### config.mk
export PLATFORM = sky130hd
export DESIGN_NAME = vga_timing_gen
export DESIGN_NICKNAME = d
export VERILOG_FILES = /design/src/rtl/vga_timing_gen.sv
export SDC_FILE = /design/constraint.sdc
export NUM_CORES = 1
export LEC_CHECK = 0
export ABC_AREA = 0
export CAP_MARGIN = 15
export CORE_UTILIZATION = 35
export CTS_BUF_LIST = sky130_fd_sc_hd__clkbuf_4 sky130_fd_sc_hd__clkbuf_8 sky130_fd_sc_hd__clkbuf_16
export CTS_CLUSTER_SIZE = 12
export DETAILED_ROUTE_END_ITERATION = 10
export HOLD_SLACK_MARGIN = 0.1
export PLACE_DENSITY = 0.58
export SLEW_MARGIN = 10
export SYNTH_ARGS = -nofsm -noshare
export SYNTH_HDL_FRONTEND = slang
export SYNTH_SLANG_ARGS = --single-unit
### constraint.sdc
create_clock -name clk_25 -period 5.9 [get_ports clk_25]
set_clock_uncertainty 0.2 [all_clocks]
set_input_delay 1.18 -clock clk_25 [delete_from_list [all_inputs] [get_ports clk_25]]
set_output_delay 1.18 -clock clk_25 [all_outputs]
set_load 0.05 [all_outputs]
### src/rtl/vga_timing_gen.sv
`default_nettype none
// ============================================================================
// Module   : vga_timing_gen
// Brief    : Pixel-strobed VGA raster timing generator with registered,
//            zero-skew sync/active/strobe outputs. Optional 16-bit frame
//            counter port enabled by macro VGA_FRAME_COUNT_EN.
// Revision : 1.0
// ============================================================================
module vga_timing_gen #(
  parameter int HVID   = 640,
  parameter int HFP    = 16,
  parameter int HS     = 96,
  parameter int HBP    = 48,
  parameter int VVID   = 480,
  parameter int VFP    = 10,
  parameter int VS     = 2,
  parameter int VBP    = 29,
  parameter int CW     = 10,
  parameter bit HS_POL = 1'b1,
  parameter bit VS_POL = 1'b1
) (
  input  logic          clk_25,
  input  logic          rst,
  input  logic          pix_en,
  output logic          hsync,
  output logic          vsync,
  output logic          active,
  output logic [CW-1:0] pixel_x,
  output logic [CW-1:0] pixel_y,
  output logic          line_start,
  output logic          frame_start
`ifdef VGA_FRAME_COUNT_EN
  ,
  output logic [15:0]   frame_count
`endif
);

  localparam int c_HC_MAX = HVID + HFP + HS + HBP;
  localparam int c_VC_MAX = VVID + VFP + VS + VBP;

  localparam logic [CW-1:0] c_X_LAST   = CW'(c_HC_MAX - 1);
  localparam logic [CW-1:0] c_Y_LAST   = CW'(c_VC_MAX - 1);
  localparam logic [CW-1:0] c_X_VID    = CW'(HVID);
  localparam logic [CW-1:0] c_Y_VID    = CW'(VVID);
  localparam logic [CW-1:0] c_HS_START = CW'(HVID + HFP);
  localparam logic [CW-1:0] c_HS_END   = CW'(HVID + HFP + HS);
  localparam logic [CW-1:0] c_VS_START = CW'(VVID + VFP);
  localparam logic [CW-1:0] c_VS_END   = CW'(VVID + VFP + VS);

  generate
    if (HVID == 0 || HFP == 0 || HS == 0 || HBP == 0 ||
        VVID == 0 || VFP == 0 || VS == 0 || VBP == 0 || CW == 0) begin : g_zero_param
      $error("vga_timing_gen: timing parameters and CW must be non-zero");
    end
    if (longint'(c_HC_MAX - 1) > ((longint'(1) << CW) - 1) ||
        longint'(c_VC_MAX - 1) > ((longint'(1) << CW) - 1)) begin : g_cw_too_small
      $error("vga_timing_gen: CW too narrow for the configured raster");
    end
  endgenerate

  logic [CW-1:0] r_x;
  logic [CW-1:0] r_y;
  logic          r_hsync;
  logic          r_vsync;
  logic          r_active;
  logic          r_line_start;
  logic          r_frame_start;

  logic          w_x_wrap;
  logic          w_y_wrap;
  logic [CW-1:0] w_x_next;
  logic [CW-1:0] w_y_next;
  logic          w_hs_win;
  logic          w_vs_win;
  logic          w_active_next;

  // Every registered output is decoded from the next counter values so that
  // sync/active land on the same edge as the coordinates they describe.
  always_comb begin
    w_x_wrap = (r_x == c_X_LAST);
    w_y_wrap = (r_y == c_Y_LAST);
    w_x_next = w_x_wrap ? '0 : r_x + CW'(1);
    w_y_next = r_y;
    if (w_x_wrap) begin
      w_y_next = w_y_wrap ? '0 : r_y + CW'(1);
    end
    w_hs_win      = (w_x_next >= c_HS_START) && (w_x_next < c_HS_END);
    w_vs_win      = (w_y_next >= c_VS_START) && (w_y_next < c_VS_END);
    w_active_next = (w_x_next < c_X_VID) && (w_y_next < c_Y_VID);
  end

  always_ff @(posedge clk_25) begin
    if (rst) begin
      r_x           <= '0;
      r_y           <= '0;
      r_hsync       <= ~HS_POL;
      r_vsync       <= ~VS_POL;
      r_active      <= 1'b1;
      r_line_start  <= 1'b0;
      r_frame_start <= 1'b0;
    end else if (pix_en) begin
      r_x           <= w_x_next;
      r_y           <= w_y_next;
      r_hsync       <= w_hs_win ? HS_POL : ~HS_POL;
      r_vsync       <= w_vs_win ? VS_POL : ~VS_POL;
      r_active      <= w_active_next;
      r_line_start  <= w_x_wrap;
      r_frame_start <= w_x_wrap && w_y_wrap;
    end else begin
      r_line_start  <= 1'b0;
      r_frame_start <= 1'b0;
    end
  end

  assign pixel_x     = r_x;
  assign pixel_y     = r_y;
  assign hsync       = r_hsync;
  assign vsync       = r_vsync;
  assign active      = r_active;
  assign line_start  = r_line_start;
  assign frame_start = r_frame_start;

`ifdef VGA_FRAME_COUNT_EN
  logic [15:0] r_frame_count;

  // Counts on the same edge that raises frame_start; wraps naturally at 16 bits.
  always_ff @(posedge clk_25) begin
    if (rst) begin
      r_frame_count <= '0;
    end else if (pix_en && w_x_wrap && w_y_wrap) begin
      r_frame_count <= r_frame_count + 16'd1;
    end
  end

  assign frame_count = r_frame_count;
`endif

endmodule
`default_nettype wire

# After elaboration in Yosys (flattened, before gate mapping)
# Index checks and enable logic that the tools add are counted.
[op_classes]
n_addsub = 2
mul = 0
div = 0
n_lt_le_gt_ge = 6
eq_ne = 2
shift = 0
muxes = 5
n_bitwise = 1
reduce_logical = 5
[op_table]
columns = ["op", "n"]
rows = [
  ["$mux W10", 3],
  ["$add A10 B1 Y10 const B", 2],
  ["$eq A10 B10 Y1 const B", 2],
  ["$lt A10 B10 Y1 const B", 2],
  ["$lt A10 B9 Y1 const B", 2],
  ["$ge A10 B10 Y1 const B", 1],
  ["$ge A10 B9 Y1 const B", 1],
  ["$logic_and A1 B1 Y1", 4],
  ["$mux W1", 2],
  ["$reduce_or A2 Y1", 1],
  ["$not A1 Y1", 1],
]
[totals]
regBits = 25
latchBits = 0
mem_bits_rw = 0
rom_bits = 0
output_inout_bits = 25
elab_cells = 28
memories = 0

# Logic depth before layout (Yosys ltp)
# Gate-level depths: netlist (run 1).
[depth]
word_depth = 6
ltp_mapped = 7

# Worst setup path before layout (run 1)
# OpenSTA, ideal clock, no wires.
[synth_path]
path_type = "register -> register"
start = "register r_x[0] (netlist: pixel_x[0])"
end = "register r_active (netlist: active)"
t_arrival_ns = 2.436
required_ns = 5.569
setup_slack_ns = 3.133
path_stages_with_launch = 7
period_less_slack_ns = 2.767
path_cell_list = "dfxtp_1 ha_1 nand4_1 or4_4 o31a_1 a22oi_2 o311ai_1"
[synth_via]
elab_chain_len = 4
elab_cells_between_ends = 7
[synth_rtl]
columns = ["element", "line", "text"]
rows = [
  ["start: declaration", "61", "logic [CW-1:0] r_x;"],
  ["start signal: assignment", "102", "r_x <= w_x_next;"],
  ["$add A10 B1 Y10 or $eq A10 B10 Y1 (tied branches)", "82, 80", ""],
  ["$mux W10 (on tied branches)", "82, 84", ""],
  ["$lt A10 B10 Y1 or $lt A10 B9 Y1 (tied branches)", "89", "w_active_next = (w_x_next < c_X_VID) && (w_y_next < c_Y_VID);"],
  ["$logic_and A1 B1 Y1 (*)", "89", ""],
  ["end signal: assignment", "106", "r_active <= w_active_next;"],
  ["end: declaration", "65", "logic r_active;"],
]
# Every way passes the cells marked *; elsewhere a longest branch is shown, timed or not.
# A chain may end at the register's enable or synchronous reset.

==> run summary, run 1 <==
top post-synthesis cells by count: dfxtp_1 (25), nor2_1 (22), nand2_1 (11), nand3_1 (11), a21oi_1 (9)
largest net degree at the start of global routing: 27
synthesized instance count: 188
Leakage: 0.6236 nW
Num CTS Buffers: 3
clock latency on the worst-skew pair: 0.27 ns
post-place setup slack: 2.231 ns
Setup crit start: pix_en
initial core utilization: 37.83%
CP endpoint kind: flip-flop
Worst R2R Start: pixel_x[0]
end of the worst hold path: hsync
Die ar.: 4751 um^2
Fmax: 0.2944 GHz
Relative slew margins: 38.83%
Post-DP HPWL: 2.559 mm
sequential cell area: 500.5 um^2
clock share of power: 33.8%
final setup fails: 0
outcome: finished, final reports clean
number of library cell types mapped by synthesis: 52
post-synthesis sequential area ratio: 31.92%
top cells by area, synth: dfxtp_1 (32%), nor2_1 (5.3%), buf_6 (4.3%), nand3_1 (3.5%), xor2_1 (3.4%)
area added between synthesis and finish: 17.00%
Yosys warnings: 0
CTS tree: yes
via count: 1462
top-area cell type share of the netlist area: 31.92%
Fin Setup TNS: 0 ns
share of cells above drive strength 1: 4.854%
Routed WL: 3.723 mm
Synth Net Count: 195
multi-input logic area: 937.1 um^2
number of cell rows: 23
Die Wd: 68.93 um
GPL Wtd Cong: 0.8215
internal power: 0.2384 mW
R2R Path End: vsync
Crit Path Category: input pin to flip-flop
drt drc: 0
Fill cells: 437
Min-Delay Startpoint: hsync
asr flop ratio synth: 0%
startpoint types: input pin
Clock transition at path regs: 0.09 ns
Hold WC Path Type: flip-flop to flip-flop
Final Max Tran Viols: 0
grt total ovfl: 0
Final Hold Fails: 0
core area: 4144 um^2
Total GRT Usage: 17.09%
Placed Instance Area: 1785 um^2
number of flops mapped to enable cells by yosys: 0
Final Cycle Share: 57.56%
post-route cell area: 1834 um^2
DR vias/cell: 5.711
Synth Area per Inst: 8.339 um^2
most frequent cell after synthesis: dfxtp_1
CTS hold repair buffers: 0
number of setup buffers added after CTS: 0
Final ANT Viol Nets: 0
CTS-repair resized insts: 0
H-tree depth: 1
WHS: 0.2595 ns
hold path depth: 2
Gate power share: 11.6%
switch share: 26.61%
IO buf count: 27
Initial DRC Count: 54
total power: 0.3248 mW
initial antenna violation count: 0
drt wl/cell: 14.54 um
crit path DAT: 3.39 ns
R2R Setup Slk: 3.19 ns
Primary FF master, synth: dfxtp_1
final setup margin: 2.504 ns
CTS root buf: clkbuf_8
DRT Pass-1 Iters: 4
Ports: 28
CTS Sinks: 25
RSZ-0062 raised after global routing: no
Worst-Margin Slew: 0.9146 ns
synthesized flop and latch total: 25
CP required: 5.89 ns
crit path max fanout: 26
Yosys top cell by area: dfxtp_1
Seq pwr share: 54.5%
# Max-Cap Violations: 0
first-pass GRT wire length: 5.982 mm
Worst Reg-to-Reg Cells: 6
Die Span Y: 68.93 um
maximum root-to-sink buffer count: 2
Psw: 0.08644 mW
min Tclk post-route: 3.396 ns
Cell Area, Synth: 1568 um^2
vias in the first global route: 1212
diodes inserted: 0
fin nets: 214
Worst IR Drop VDD: 0.09716 mV
Cell Pwr Density: 177.1 nW/um^2
## metrics by stage
step                      utilization, %  instances
after floorplan                        -        188
after global placement             43.09        252
after detailed placement           43.09        252
after CTS                          44.26        256
after global routing               44.26        256
final                              44.26        256
## worst max-delay path, stage by stage
cell	delay, ns
clkdlybuf4s50_1	1.07
nand4_1	0.49
or3_1	0.48
a21oi_1	0.15
## worst max-delay path by stage
stage,to,slack [ns]
global placement,pixel_y[4],2.36
finish,pixel_y[4],2.50
CTS,pixel_y[4],2.54
detailed placement,pixel_y[4],2.23
floorplan,active,3.13
global route,pixel_y[4],2.39
## flip-flops by register name, summed over array words and instances (netlist names)
register,cells
vsync,1
pixel_x,10
pixel_y,10
frame_start,1
line_start,1
hsync,1
active,1
## logic make-up (layout without fill, tap and decap cells)
kind of cell | count (synthesis) | after routing | synth area share, %
AO/OA/AOI/OAI | 43 | 43 | 19.39
multiplexers | 4 | 4 | 2.634
adder cells (fa/ha/maj) | 4 | 4 | 3.192
AND/OR/NAND/NOR | 87 | 87 | 30.09
buffers and inverters | 17 | 35 | 8.299
flip-flops | 25 | 25 | 31.92
XOR/XNOR | 8 | 8 | 4.469
## cell type report
cell class	count	area share, %
flip-flops and latches	25	27.29
well taps	50	3.411
clock buffers	4	2.660
repair buffers	27	14.73
multi-input cells	146	51.09
inverters	4	0.8186
## placed cells by master (no fill, tap or decap), types with 2 or more instances in the layout
cell type,Yosys,layout
o211a_1,2,2
inv_1,4,4
nor2_1,22,22
a31oi_1,3,3
a311oi_1,2,2
nand3b_1,2,2
clkdlybuf4s50_1,0,27
mux2i_1,3,3
clkbuf_8,1,3
nand2b_1,3,3
nor3_1,8,8
xor2_1,6,6
a21o_1,2,2
or3_1,3,3
and3_1,2,2
o21ai_0,7,7
ha_1,4,4
nor3b_1,4,4
dfxtp_1,25,25
nand4_1,8,8
a21oi_1,9,9
nand3_1,11,11
nand2_1,11,11
o31ai_1,2,2
xnor2_1,2,2
a211oi_1,4,4
and2_1,3,3
## power groups by stage
stage / clock network [mW] / logic (mW) / registers (mW)
after floorplan: 0 / 0.0192 / 0.191
after global placement: 0 / 0.0376 / 0.181
after detailed placement: 0 / 0.0379 / 0.181
after CTS: 0.114 / 0.0380 / 0.177
after global routing: 0.122 / 0.0404 / 0.178
final: 0.110 / 0.0378 / 0.177
## per-layer routing
layer  global-route usage [%]  up-vias  part of all wire [%]
met4                    6.888        0                   1.5
met2                    25.36       45                    44
met5                        0        -                     0
met3                    3.454        5                   4.9
met1                    23.82      685                    50
li1                         -      727                     -
(Power assumes the default switching activity.)
==> run 2, diff against run 1 <==
clock period = 3.3 ns   (was 5.9 ns; I/O delays follow)
==> run 2 against run 1 <==
Clock power up 69%. Clock-buffer cell count down 1. Critical path type is now flip-flop to flip-flop. Non-clock buffer count up 2. Largest cell class unchanged. Register-to-register slack worse by 2.7 ns. Sequential share of layout area down 0.18 points. Routed wire length down 0.13%.
==> run summary, run 2 (synthesis results as in run 1) <==
R2R Path End: vsync
Ports: 28
final setup margin: 0.5189 ns
Hold WC Path Type: flip-flop to flip-flop
internal power: 0.4172 mW
Die ar.: 4751 um^2
CP max stage cell: nor4_1
Total GRT Usage: 16.62%
CTS Sinks: 25
Final ANT Viol Nets: 0
Seq pwr share: 55.3%
GPL Wtd Cong: 0.8329
Post-DP HPWL: 2.663 mm
crit path DAT: 2.74 ns
initial core utilization: 37.83%
Worst IR Drop VDD: 0.1480 mV
outcome: finished, final reports clean
diodes inserted: 0
Top delay family on crit path: simple AND/OR/NAND/NOR gates
DRT Pass-1 Iters: 5
Clock transition at path regs: 0.10 ns
Final Max Tran Viols: 0
crit path max fanout: 7
Leakage: 0.6325 nW
Relative slew margins: 54.80%
via count: 1478
Die Span Y: 68.93 um
switch share: 27.11%
min Tclk post-route: 2.781 ns
Cell Pwr Density: 310.0 nW/um^2
initial antenna violation count: 0
clock share of power: 32.5%
CP Cell Sequence: ha_1 -> nand4_1 -> nor4_1 -> o2111a_1 -> o2111ai_1 -> o31ai_1
CP endpoint kind: flip-flop
Psw: 0.1552 mW
commonest cells after routing, fill and taps aside: clkdlybuf4s50_1 (27), dfxtp_1 (25), nor2_1 (22), nand3_1 (11), nand2_1 (11)
Crit Path Category: flip-flop to flip-flop
H-tree depth: 1
core area: 4144 um^2
Fin Setup TNS: 0 ns
clock latency on the worst-skew pair: 0.27 ns
Die Wd: 68.93 um
Worst-Margin Slew: 0.6718 ns
Gate power share: 12.1%
crit path to: vsync
most common cell after layout, fill and taps aside: clkdlybuf4s50_1
largest net degree at the start of global routing: 17
Num CTS Buffers: 3
DR vias/cell: 5.729
Worst path depth: 6
Fmax: 0.3596 GHz
R2R Setup Slk: 0.52 ns
Worst Reg-to-Reg Cells: 6
IO buf count: 27
grt total ovfl: 0
drt wl/cell: 14.41 um
Buf/Inv on CP: 0
CP required: 3.26 ns
Worst R2R Start: pixel_x[1]
CTS hold repair buffers: 0
startpoint types: flip-flop
fin nets: 216
RSZ-0062 raised after global routing: no
Initial DRC Count: 66
number of setup buffers added after CTS: 0
drt drc: 0
share of cells above drive strength 1: 5.769%
CTS root buf: clkbuf_8
final setup fails: 0
maximum root-to-sink buffer count: 2
CTS tree: yes
number of cell rows: 23
area added between synthesis and finish: 17.80%
CTS-repair resized insts: 0
post-place setup slack: 0.5831 ns
# Max-Cap Violations: 0
Routed WL: 3.718 mm
first-pass GRT wire length: 5.851 mm
Final Cycle Share: 84.28%
Setup crit start: pixel_x[1]
CP max stage delay: 0.68 ns
Final Hold Fails: 0
vias in the first global route: 1189
run 2: cell count changes in the layout (fill, tap and decap cells not counted), sizes merged:
cell	previous run	this run
buf	0	2
clkbuf	4	3
clkinv	0	1
run 2: power groups by stage:
stage / registers (mW) / logic, mW / clock network [mW]
global route: 0.318 / 0.0737 / 0.209
finish: 0.317 / 0.0694 / 0.186
CTS: 0.317 / 0.0696 / 0.194
global placement: 0.323 / 0.0687 / 0
floorplan: 0.341 / 0.0343 / 0
detailed placement: 0.324 / 0.0694 / 0
run 2: how the worst min path moves through the flow:
stage / cells after the start / from / end
detailed placement: 2 / hsync / hsync
finish: 2 / hsync / hsync
CTS: 2 / hsync / hsync
floorplan: 2 / vsync / vsync
global placement: 2 / hsync / hsync
global route: 2 / hsync / hsync
run 2: per-stage QoR:
step                cell area (um^2)  utilization (%)  instances  power, mW  hold WS (ns)
floorplan                       1568                -        188     0.3753        0.4679
global placement                1800            43.45        254     0.3921        0.2474
detailed placement              1800            43.45        254     0.3935        0.2594
CTS                             1847            44.57        258     0.5807        0.2763
global route                    1847            44.57        258     0.6014        0.3173
finish                          1847            44.57        258     0.5724        0.2670
run 2: area by class of cell:
type                            count  area (um^2)
Clock buffer                        3        41.29
Clock inverter                      1        5.005
Fill cell                         435         2297
Inverter                            4        15.01
Multi-Input combinational cell    146        937.1
Sequential cell                    25        500.5
Tap cell                           50        62.56
Timing Repair Buffer               29        285.3
run 2: layer usage:
metal | up-vias | share of wire, % | GRT usage, %
li1 | 732 | - | -
met2 | 48 | 45 | 24.15
met3 | 2 | 4.4 | 2.961
met1 | 696 | 50 | 24.04
met5 | - | 0 | 0
met4 | 0 | 0.67 | 6.122
run 2: worst min-delay path, cell delays in order (launching register included):
cell     delay (ns)
dfxtp_1        0.32
nand2_1        0.05
o31ai_1        0.05
==> run 3, diff against run 2 <==
clock period = 2.6 ns   (was 3.3 ns; I/O delays follow)
==> run 3 against run 2 <==
Worst hold slack about the same. Clock-buffer cell count up 1. Largest cell class unchanged. Final cell count up 2.3%. Register-to-register slack worse by 0.29 ns. Combinational power up 31%. Clock power up 37%.
==> run summary, run 3 (synthesis results as in run 1) <==
CP required: 1.88 ns
Psw: 0.2024 mW
via count: 1461
share of cells above drive strength 1: 9.346%
CP endpoint kind: output pin
Worst R2R Start: pixel_x[5]
CP max stage cell: clkdlybuf4s50_1
largest net degree at the start of global routing: 27
grt total ovfl: 0
R2R Path End: active
total power: 0.7484 mW
fin nets: 222
Fin Setup TNS: 0 ns
Relative slew margins: 65.30%
Min-Delay Startpoint: hsync
Die Wd: 68.93 um
Routed WL: 3.737 mm
Worst-Margin Slew: 0.5189 ns
number of setup buffers added after CTS: 0
Buf/Inv on CP: 1
CTS-repair resized insts: 0
Final Cycle Share: 92.17%
clock latency on the worst-skew pair: 0.28 ns
number of cell rows: 23
post-place setup slack: 0.2433 ns
Num CTS Buffers: 3
R2R Setup Slk: 0.23 ns
CP max stage delay: 0.87 ns
# Max-Cap Violations: 0
Final Max Tran Viols: 0
end of the worst hold path: hsync
vias in the first global route: 1378
startpoint types: flip-flop
Fmax: 0.4173 GHz
Crit Path Category: flip-flop to output pin
RSZ-0062 raised after global routing: no
Total GRT Usage: 17.55%
CTS tree: yes
Initial DRC Count: 95
Final ANT Viol Nets: 0
GPL Wtd Cong: 0.9091
initial core utilization: 37.83%
initial antenna violation count: 0
drt drc: 0
H-tree depth: 1
Setup crit start: pixel_y[3]
Seq pwr share: 53.8%
crit path DAT: 1.68 ns
IO buf count: 27
Cell Pwr Density: 392.0 nW/um^2
CTS Sinks: 25
Post-DP HPWL: 2.740 mm
area added between synthesis and finish: 21.79%
switch share: 27.05%
CP Cell Sequence: clkdlybuf4s50_1
final setup margin: 0.2035 ns
Final Hold Fails: 0
crit path max fanout: 10
final setup fails: 0
first-pass GRT wire length: 6.251 mm
Clock transition at path regs: 0.09 ns
Gate power share: 12.2%
diodes inserted: 0
Hold WC Path Type: flip-flop to flip-flop
core area: 4144 um^2
most common cell after layout, fill and taps aside: clkdlybuf4s50_1
DRT Pass-1 Iters: 4
min Tclk post-route: 2.396 ns
WHS: 0.2666 ns
internal power: 0.5460 mW
Ports: 28
Die ar.: 4751 um^2
CTS hold repair buffers: 0
Die Span Y: 68.93 um
maximum root-to-sink buffer count: 2
Worst IR Drop VDD: 0.2544 mV
CTS root buf: clkbuf_8
Top delay family on crit path: buffers and inverters
clock share of power: 34.0%
commonest cells after routing, fill and taps aside: clkdlybuf4s50_1 (27), dfxtp_1 (23), nor2_1 (22), nand3_1 (11), nand2_1 (11)
Leakage: 0.6686 nW
Worst Reg-to-Reg Cells: 5
hold path depth: 2
outcome: finished, final reports clean
drt wl/cell: 14.16 um
DR vias/cell: 5.534
[run 3: cell count changes in the layout (fill, tap and decap cells not counted), sizes merged]
| cell | before | now |
|---|---|---|
| buf | 2 | 8 |
| clkinv | 1 | 0 |
| clkbuf | 3 | 4 |
[run 3: layout make-up]
cell class | count | area [um^2]
clock buffers | 4 | 48.80
fillers | 428 | 2235
inverters | 4 | 15.01
multi-input cells | 146 | 937.1
flip-flops and latches | 25 | 503.0
well taps | 50 | 62.56
repair buffers | 35 | 342.8
[run 3: per-stage QoR]
step,cells,area [um^2],util (%)
2_1_floorplan,188,1570,-
3_3_place_gp,260,1861,44.90
3_5_place_dp,260,1861,44.90
4_1_cts,264,1909,46.07
5_1_grt,264,1909,46.07
6_report,264,1909,46.07
[run 3: how the worst max path moves through the flow]
stage,cells past startpoint,slack [ns],end
global route,1,0.14,pixel_y[3]
floorplan,6,0.05,active
detailed placement,5,0.24,active
CTS,1,0.21,pixel_y[3]
global placement,5,0.30,active
finish,1,0.20,pixel_y[3]
[run 3: worst register-to-register path: stages, from the launching register on]
cell and delay [ns]:
dfxtp_1 0.41, or3_4 0.45, or4_4 0.57, o31a_1 0.30, a22oi_2 0.20, o311ai_1 0.13
[run 3: power groups by stage]
stage / sequential (mW) / clock [mW] / combinational [mW]
CTS: 0.403 / 0.260 / 0.0919
global route: 0.405 / 0.277 / 0.0979
finish: 0.403 / 0.255 / 0.0910
floorplan: 0.433 / 0 / 0.0436
global placement: 0.411 / 0 / 0.0903
detailed placement: 0.412 / 0 / 0.0918
[run 3: layer usage]
metal,part of all wire [%],GRT usage (%)
met4,1.6,5.102
met5,0,0
met3,4.8,5.428
met2,45,28.03
met1,49,22.49
